### config.mk
export PLATFORM = sky130hd
export DESIGN_NAME = branch_ctrl_flat
export DESIGN_NICKNAME = d
export VERILOG_FILES = /design/src/rtl/branch_ctrl_pkg.sv /design/src/rtl/branch_ctrl_if.sv /design/src/rtl/branch_ctrl_cond_eval.sv /design/src/rtl/branch_ctrl.sv /design/src/flat_wrapper.sv
export SDC_FILE = /design/constraint.sdc
export NUM_CORES = 1
export LEC_CHECK = 0
export BUFFER_PORTS_ARGS = -buffer_cell sky130_fd_sc_hd__buf_2
export CAP_MARGIN = 20
export CORE_ASPECT_RATIO = 1.25
export CORE_MARGIN = 2
export CORE_UTILIZATION = 51
export CTS_CLUSTER_SIZE = 14
export DETAILED_ROUTE_END_ITERATION = 8
export PLACE_DENSITY = 0.85
export SLEW_MARGIN = 0
export SYNTH_ARGS = -nofsm -noshare
export SYNTH_HDL_FRONTEND = slang
export SYNTH_SLANG_ARGS = --single-unit
### constraint.sdc
create_clock -name clk -period 2.53 [get_ports clk]
set_input_delay 0 -clock clk [delete_from_list [all_inputs] [get_ports clk]]
set_output_delay 0 -clock clk [all_outputs]
set_load 0.02 [all_outputs]
### src/rtl/branch_ctrl_pkg.sv
// Shared encodings for the branch controller: condition codes, flag bit positions, FSM states.
package branch_pkg;

  typedef enum logic [2:0] {
    CC_NEQ    = 3'b000,
    CC_EQ     = 3'b001,
    CC_GT     = 3'b010,
    CC_LT     = 3'b011,
    CC_GTE    = 3'b100,
    CC_LTE    = 3'b101,
    CC_OVFL   = 3'b110,
    CC_UNCOND = 3'b111
  } cc_e;

  localparam int FLAG_N = 2;
  localparam int FLAG_Z = 1;
  localparam int FLAG_V = 0;

  typedef enum logic [1:0] {
    IDLE       = 2'b00,
    WAIT_FLAGS = 2'b01,
    REDIRECT   = 2'b10
  } state_e;

endpackage

### src/rtl/branch_ctrl_if.sv
// Bundle between the pipeline (master) and the branch controller (slave).
interface branch_ctrl_if #(
  parameter int ADDR_W = 16
) ();

  logic              stall_in;
  logic              br_valid;
  logic [2:0]        br_cond;
  logic [ADDR_W-1:0] br_target;
  logic              ex_sets_flags;
  logic [2:0]        flag_wr_en;
  logic [2:0]        alu_flags;
  logic [2:0]        flag_reg;
  logic              stall_out;
  logic              pc_sel;
  logic              flush;
  logic [ADDR_W-1:0] pc_target;

  modport master (
    output stall_in, br_valid, br_cond, br_target, ex_sets_flags, flag_wr_en, alu_flags,
    input  flag_reg, stall_out, pc_sel, flush, pc_target
  );

  modport slave (
    input  stall_in, br_valid, br_cond, br_target, ex_sets_flags, flag_wr_en, alu_flags,
    output flag_reg, stall_out, pc_sel, flush, pc_target
  );

endinterface

### src/rtl/branch_ctrl_cond_eval.sv
// Combinational branch condition evaluator: ccc code against an {N,Z,V} flag set.
module cond_eval
  import branch_pkg::*;
(
  input  logic [2:0] cond_i,
  input  logic [2:0] flags_i,
  output logic       taken_o
);

  logic n, z, v;

  assign n = flags_i[FLAG_N];
  assign z = flags_i[FLAG_Z];
  assign v = flags_i[FLAG_V];

  always_comb begin
    taken_o = 1'b0;
    case (cond_i)
      CC_NEQ:    taken_o = ~z;
      CC_EQ:     taken_o = z;
      CC_GT:     taken_o = ~z & ~n;
      CC_LT:     taken_o = n;
      CC_GTE:    taken_o = z | ~n;
      CC_LTE:    taken_o = n | z;
      CC_OVFL:   taken_o = v;
      CC_UNCOND: taken_o = 1'b1;
      default:   taken_o = 1'b0;
    endcase
  end

endmodule

### src/rtl/branch_ctrl.sv
// Branch resolution sequencer: owns the {N,Z,V} flags and issues a registered one-cycle redirect.
// Define BRANCH_FLAG_BYPASS_EN to forward EX flag writes into evaluation instead of stalling.
module branch_ctrl
  import branch_pkg::*;
#(
  parameter int ADDR_W = 16
) (
  input  logic          clk,
  input  logic          rst,
  branch_ctrl_if.slave  bus
);

  state_e            state_q, state_d;
  logic [2:0]        flags_q, flags_d;
  logic [2:0]        heldCond_q, heldCond_d;
  logic [ADDR_W-1:0] heldTarget_q, heldTarget_d;
  logic [ADDR_W-1:0] pcTarget_q, pcTarget_d;
  logic              hazard;
  logic              hazardStall;
  logic [2:0]        idleFlags;
  logic [2:0]        evalCond;
  logic [2:0]        evalFlags;
  logic              taken;

  assign flags_d = (bus.flag_wr_en & bus.alu_flags) | (~bus.flag_wr_en & flags_q);

`ifdef BRANCH_FLAG_BYPASS_EN
  assign hazard    = 1'b0;
  assign idleFlags = flags_d;
`else
  assign hazard    = bus.ex_sets_flags;
  assign idleFlags = flags_q;
`endif

  // A branch parked in WAIT_FLAGS is re-evaluated from its held ccc against the freshly written flags.
  assign evalCond  = (state_q == WAIT_FLAGS) ? heldCond_q : bus.br_cond;
  assign evalFlags = (state_q == WAIT_FLAGS) ? flags_q : idleFlags;

  cond_eval u_cond_eval (
    .cond_i  (evalCond),
    .flags_i (evalFlags),
    .taken_o (taken)
  );

  always_comb begin
    state_d      = state_q;
    heldCond_d   = heldCond_q;
    heldTarget_d = heldTarget_q;
    pcTarget_d   = pcTarget_q;
    hazardStall  = 1'b0;
    case (state_q)
      IDLE: begin
        if (bus.br_valid) begin
          if (hazard) begin
            hazardStall  = 1'b1;
            heldCond_d   = bus.br_cond;
            heldTarget_d = bus.br_target;
            state_d      = WAIT_FLAGS;
          end else if (taken) begin
            pcTarget_d = bus.br_target;
            state_d    = REDIRECT;
          end
        end
      end
      WAIT_FLAGS: begin
        if (taken) begin
          pcTarget_d = heldTarget_q;
          state_d    = REDIRECT;
        end else begin
          state_d = IDLE;
        end
      end
      REDIRECT: state_d = IDLE;
      default:  state_d = IDLE;
    endcase
  end

  always_ff @(posedge clk or posedge rst) begin
    if (rst) begin
      state_q      <= IDLE;
      flags_q      <= 3'b000;
      heldCond_q   <= 3'b000;
      heldTarget_q <= '0;
      pcTarget_q   <= '0;
    end else if (!bus.stall_in) begin
      state_q      <= state_d;
      flags_q      <= flags_d;
      heldCond_q   <= heldCond_d;
      heldTarget_q <= heldTarget_d;
      pcTarget_q   <= pcTarget_d;
    end
  end

  assign bus.flag_reg  = flags_q;
  assign bus.stall_out = hazardStall;
  assign bus.pc_sel    = (state_q == REDIRECT);
  assign bus.flush     = (state_q == REDIRECT);
  assign bus.pc_target = pcTarget_q;

endmodule

### src/flat_wrapper.sv
// flat-port wrapper written by rule: the top's interface ports become plain ports
module branch_ctrl_flat import branch_pkg::*;
#(
  parameter int ADDR_W = 16
)
  (clk, rst, bus_stall_in, bus_br_valid, bus_br_cond, bus_br_target, bus_ex_sets_flags, bus_flag_wr_en, bus_alu_flags, bus_flag_reg, bus_stall_out, bus_pc_sel, bus_flush, bus_pc_target);
  branch_ctrl_if #(.ADDR_W(ADDR_W)) bus_i ();
  input  logic clk;
  input  logic rst;
  input wire logic [$bits(bus_i.stall_in)-1:0] bus_stall_in;
  input wire logic [$bits(bus_i.br_valid)-1:0] bus_br_valid;
  input wire logic [$bits(bus_i.br_cond)-1:0] bus_br_cond;
  input wire logic [$bits(bus_i.br_target)-1:0] bus_br_target;
  input wire logic [$bits(bus_i.ex_sets_flags)-1:0] bus_ex_sets_flags;
  input wire logic [$bits(bus_i.flag_wr_en)-1:0] bus_flag_wr_en;
  input wire logic [$bits(bus_i.alu_flags)-1:0] bus_alu_flags;
  output wire logic [$bits(bus_i.flag_reg)-1:0] bus_flag_reg;
  output wire logic [$bits(bus_i.stall_out)-1:0] bus_stall_out;
  output wire logic [$bits(bus_i.pc_sel)-1:0] bus_pc_sel;
  output wire logic [$bits(bus_i.flush)-1:0] bus_flush;
  output wire logic [$bits(bus_i.pc_target)-1:0] bus_pc_target;
  assign bus_i.stall_in = bus_stall_in;
  assign bus_i.br_valid = bus_br_valid;
  assign bus_i.br_cond = bus_br_cond;
  assign bus_i.br_target = bus_br_target;
  assign bus_i.ex_sets_flags = bus_ex_sets_flags;
  assign bus_i.flag_wr_en = bus_flag_wr_en;
  assign bus_i.alu_flags = bus_alu_flags;
  assign bus_flag_reg = bus_i.flag_reg;
  assign bus_stall_out = bus_i.stall_out;
  assign bus_pc_sel = bus_i.pc_sel;
  assign bus_flush = bus_i.flush;
  assign bus_pc_target = bus_i.pc_target;
  branch_ctrl #(.ADDR_W(ADDR_W)) u_core (.clk(clk), .rst(rst), .bus(bus_i));
endmodule
# --- Word level (Yosys, flattened, before mapping) ---
# Index checks and enable logic that the tools add are counted.
word_totals:
  word_cells: 50
  reg_bits: 40
  in_bits: 30
classes:
  n_reduce_logical: 6
  bitwise_logic: 10
  n_mux: 15
  n_eq_ne: 14
ops:
  columns: ["operator", "n"]
  rows:
  - ["two-way mux 16 bit", 4]
  - ["one-hot mux 16 bit (2 select lines)", 1]
  - ["equality test 3 bit (second input constant)", 4]
  - ["two-way mux 2 bit", 4]
  - ["one-hot mux 1 bit (8 select lines)", 1]
  - ["AND 3 bit", 2]
  - ["equality test 3 x 2 -> 1 bit (second input constant)", 2]
  - ["AND reduction 6 bit", 1]
  - ["!= test 2 x 1 -> 1 bit (second input constant)", 2]
  - ["!= test 2 bit (second input constant)", 2]
  - ["one-hot mux 2 bit (2 select lines)", 1]
  - ["AND reduction 4 bit", 1]
  - ["equality test 3 x 1 -> 1 bit (second input constant)", 1]
  - ["zero test 3 bit", 1]
  - ["two-way mux 1 bit", 3]
  - ["two-way mux 3 bit", 1]
  - ["!= test 3 x 2 -> 1 bit (second input constant)", 1]
  - ["inverter 1 bit", 3]
  - ["inverter 3 bit", 1]
  - ["bitwise OR 3 bit", 1]
  - ["AND reduction 3 bit", 1]
  - ["equality test 2 x 1 -> 1 bit (second input constant)", 1]
  - ["equality test 2 bit (second input constant)", 1]
  - ["zero test 2 bit", 1]
  - ["other kinds (3)", 4]

# --- Logic depth before layout (Yosys ltp) ---
depth:
  ltp_word: 8
  depth_mapped: 9
  depth_no_buf: 6

# --- Modules after synthesis ---
# Synthesis repeated with hierarchy kept, for this count alone.
unflattened:
  hier_cells: 129
  hier_area_um2: 1931.9
modules_own_cells:
  columns: ["module", "area_each_um2", "n_inst", "cells_per_inst"]
  rows:
  - ["branch_ctrl", 1855.5, 1, 118]
  - ["cond_eval", 76.3, 1, 11]

# --- Worst setup path before layout ---
# Ideal clock, no wire load.
synth_timing:
  path_type: "register -> register"
  from: "reg u_core.state_q[1]"
  to: "reg u_core.pcTarget_q[10], in the netlist u_core.bus.pc_target[10]"
  t_required_ps: 2405
  stages_incl_launch_ff: 9
  setup_slack_ps: 417
  period_less_slack_ps: 2113
  arrival_time_ps: 1988
  cell_sequence: "dfrtp_1 > nand2b_1 > buf_6 > mux2_4 > o32ai_2 > nand2_1 > o2111ai_4 > buf_12 > mux2_4"
synth_via:
  elab_chain_len: 6
  elab_cells_between_ends: 19
  cone_classes: "eq/ne (12); mux (3); reduce/logical (4)"
synth_lines:
  columns: ["item", "line_no", "rtl"]
  rows:
  - ["from (decl)", "branch_ctrl.sv:13", "state_e state_q, state_d;"]
  - ["from (signal assigned)", "branch_ctrl.sv:86", "state_q <= state_d;"]
  - ["equality test 2 x 1 -> 1 bit", "branch_ctrl.sv:36, branch_ctrl.sv:51", null]
  - ["two-way mux 3 bit", "branch_ctrl.sv:36", "assign evalCond = (state_q == WAIT_FLAGS) ? heldCond_q : bus.br_cond;"]
  - ["equality test 3 bit (tied with other cells)", "branch_ctrl_cond_eval.sv:18", "case (cond_i)"]
  - ["one-hot mux 1 bit (8 select lines)", "branch_ctrl_cond_eval.sv:18", null]
  - ["!= test 2 x 1 -> 1 bit (no line)", null, null]
  - ["AND reduction 6 bit (no line)", null, null]
  - ["to (signal assigned)", "branch_ctrl.sv:90", "pcTarget_q <= pcTarget_d;"]
  - ["to (decl)", "branch_ctrl.sv:17", "logic [ADDR_W-1:0] pcTarget_q, pcTarget_d;"]
# Parallel ways exist; a longest one is shown, timed or not.
# A chain may end at the register's enable or synchronous reset.

# --- Final worst setup path ---
layout_timing:
  from: "reg u_core.state_q[1]"
  to: "reg u_core.pcTarget_q[0], in the netlist u_core.bus.pc_target[0]"
# The elaborated chain is that of the path after synthesis.

==> impl_metrics.csv <==
group,metric,value,unit
global_routing,antenna_found_initial,0,
timing,fmax,0.425,GHz
cts,cts_tree,"yes",
final_layout,nFillCells,261,
power_and_ir_drop,p_seq_share,43.7,%
power_and_ir_drop,p_sw_share,32.8,%
worst_setup_path,reg2reg_setup_slack,0.18,ns
power_and_ir_drop,power.internal,0.00157,W
die,rows,25,
drt,wl_met1,1740,um
timing,hold_violations,0,
synthesis,yosysTopAreaCellShare,50.2,%
timing,worst_pin_slew,0.726,ns
synthesis,syn_nets,170,
worst_setup_path,cp_top_family,"compound AO/OA/AOI/OAI gates",
timing,min_period,2.35,ns
cts,clock-sinks,40,
cts,cts.clk_slew.worst_paths,0.08,ns
final_layout,diodes,0,
power_and_ir_drop,p_comb_share,37.8,%
timing,rsz0062_at_grt,"no",
worst_setup_path,cp_max_fo,17,
timing,period_share,93.0,%
worst_setup_path,cp-startpoint,"u_core.state_q[1]",
cts,cts_root_buf,"clkbuf_8",
drt,vias_per_cell,5.30,
global_routing,globalRouteTotalUtil,20.2,%
worst_setup_path,path_buf_inv,1,
final_layout,nets,253,
hold_path,worstHoldPathType,"in2reg",
drt,num_vias,1400,
die,die_h,73.9,um
die,io_pins,52,
timing,finClkSkew,0.00937,ns
power_and_ir_drop,vdd.ir_drop.worst,0.000598,V
worst_setup_path,r2r-end,"u_core.bus.pc_target[0]",
cts,cts_resized,0,
die,die_w,59.9,um
synthesis,yosys_warnings,0,
synthesis,yosys.area.top_type,"dfrtp_1",
power_and_ir_drop,netSwitchingPower,0.000767,W
die,core,3750,um^2
synthesis,syn_area,1990,um^2
cts,cts_setup_buffers,0,
die,start_util,53.1,%
drt,ant_nets,0,
cts,hold_buffers,25,
worst_setup_path,crit_path_end,"u_core.bus.pc_target[0]",
final_layout,layout-drive-gt1-share,57.1,%
timing,tns,0,ns
worst_setup_path,cp.arrival,2.53,ns
placement,portBuffers,51,
placement,pre_cts_ws,0.163,ns
drt,wire_per_inst,14.8,um
worst_setup_path,critPathRequiredTime,2.70,ns
synthesis,yosys-top-cells-area,"dfrtp_1 (50%), mux2_2 (24%), mux2_4 (7.5%), o2111ai_4 (1.3%), a31o_2 (1.3%)",
drt,drt_iter0_drc,32,
global_routing,gr-total-overflow,0,
run,maxCapViolCount,0,
power_and_ir_drop,p_per_area,888,nW/um^2
timing,slew_headroom,51.6,%
timing,slew_violations,0,
drt,top_layer_used,"met4",
final_layout,layout_common_cells,"buf_2 (51), mux2_2 (43), dfrtp_1 (40)",
synthesis,syn_inst,140,
status,status,"finished clean",
cts,cts_buffer_depth,2,
worst_setup_path,crit_type,"reg2reg",
synthesis,ys_ff_latch,40,
die,die_area,4430,um^2
worst_setup_path,cp.depth,6,
drt,wl_met2,1940,um
power_and_ir_drop,power_leakage,1.27,nW
timing,setup_slack,0.177,ns
drt,firstDrtPassIters,4,
global_routing,grt_pass1_vias,1375,
worst_setup_path,rr_startpoint,"u_core.state_q[1]",
worst_setup_path,critPathLaunchType,"flip-flop",
global_routing,grt_max_degree,22,
cts,htree_levels,2,
worst_setup_path,ff2ff_path_depth,6,
synthesis,synth_cell_types,30,
placement,dp.final_hpwl,2700,um
worst_setup_path,critPathMaxStageDelay,0.63,ns
placement,place_congestion,0.789,
global_routing,grt_pass1_wl,6530,um
synthesis,ys_seq_area_share,50.2,%
synthesis,syn-mean-instance-area,14.2,um^2
cts,clk_latency,0.29,ns
drt,wl_met3,171,um
final_layout,area_growth,32.0,%
worst_setup_path,cpMaxStageDelayCell,"o2111ai_4",
power_and_ir_drop,clkPwrFrac,18.4,%
final_layout,stdcell_area,2630,um^2
drt,finalWirelength,3910,um
worst_setup_path,cp-end-kind,"flip-flop",
final_layout,layout_commonest_cell,"buf_2",
cts,numCtsBuffers,5,
timing,finalSetupViolations,0,
worst_setup_path,cp_cell_sequence,"nand2b_1 -> buf_4 -> nor3_1 -> a221oi_2 -> o2111ai_4 -> mux2_2",
drt,drc,0,
placement,postPlaceCellArea,2290,um^2
## cells by family after synthesis
logic type             after synthesis  share of synthesized area (%)
buffers and inverters               13                           4.46
AO/OA/AOI/OAI                       15                           7.78
flip-flops                          40                           50.2
multiplexers                        54                           32.3
AND/OR/NAND/NOR                     18                           5.21
## state kept, by name, summed over array words and instances, names as in the netlist, named ones only
register              count
u_core.bus.pc_target     16
u_core.heldCond_q         3
u_core.heldTarget_q      16
u_core.state_q            2
## power by group through the flow
stage | registers (W) | clock network [W] | logic (W)
2_1_floorplan | 0.00118 | 0 | 0.000446
3_3_place_gp | 0.00102 | 0 | 0.000832
3_5_place_dp | 0.00103 | 0 | 0.000857
4_1_cts | 0.00102 | 0.000442 | 0.000890
5_1_grt | 0.00106 | 0.000471 | 0.000954
6_report | 0.00102 | 0.000431 | 0.000884
## synth_stat cells
library cell and instances:
nand3b_1 1, and2b_2 1, o32ai_2 1, a21oi_1 3, dfrtp_1 40, inv_1 6
a31oi_1 1, and4bb_2 1, nor4_1 1, o221ai_1 1, buf_12 1, nor2_1 2
buf_4 2, o2111ai_4 1, nand2_1 6, a221oi_2 1, and4b_2 1, nand2b_1 2
mux2i_1 1, nor3_1 3, mux2_4 10, a31oi_4 1, o21ai_0 1, a21boi_0 1
dlymetal6s2s_1 1, clkbuf_1 2, a21o_1 1, buf_6 1, a31o_2 3, mux2_2 43
## worst min-delay path by stage
stage	from	depth (start not counted)	slack, ns	to
6_report	bus_br_cond[1]	2	0.06	u_core.heldCond_q[1]
5_1_grt	bus_br_cond[2]	2	0.07	u_core.heldCond_q[2]
4_1_cts	bus_br_cond[1]	2	0.05	u_core.heldCond_q[1]
3_5_place_dp	rst	2	0.15	u_core.heldTarget_q[6]
3_3_place_gp	rst	2	0.15	u_core.heldTarget_q[6]
2_1_floorplan	bus_stall_in	2	0.12	u_core.state_q[1]
## per-stage QoR
stage          instances  utilization [%]  hold WS, ns  power (W)
2_1_floorplan        140                -        0.117    0.00162
3_3_place_gp         231             61.0        0.152    0.00185
3_5_place_dp         231             61.0        0.149    0.00189
4_1_cts              264             70.1       0.0548    0.00236
5_1_grt              264             70.1       0.0716    0.00248
6_report             264             70.1       0.0639    0.00234
## worst register-to-register path, cell delays in order, from the launching register on
cell and delay, ns:
dfrtp_1 0.37, nand2b_1 0.30, buf_4 0.25, nor3_1 0.18, a221oi_2 0.08, o2111ai_4 0.63, mux2_2 0.42
## routing by layer
metal  vias to the layer above  global-route usage, %
li1                        669                      -
met1                       685                   26.5
met2                        41                   32.0
met3                         5                   4.93
met4                         0                   8.15
met5                         -                      0
## layout make-up
cell class | instances | area, um^2 | share of cell area [%]
clock buffer | 8 | 90.1 | 3.42
timing repair buffer | 83 | 558 | 21.2
sequential | 40 | 1000 | 38.0
tap | 40 | 50.0 | 1.90
multi-input combinational | 87 | 910 | 34.6
inverter | 6 | 22.5 | 0.856
(Power assumes the default switching activity.)
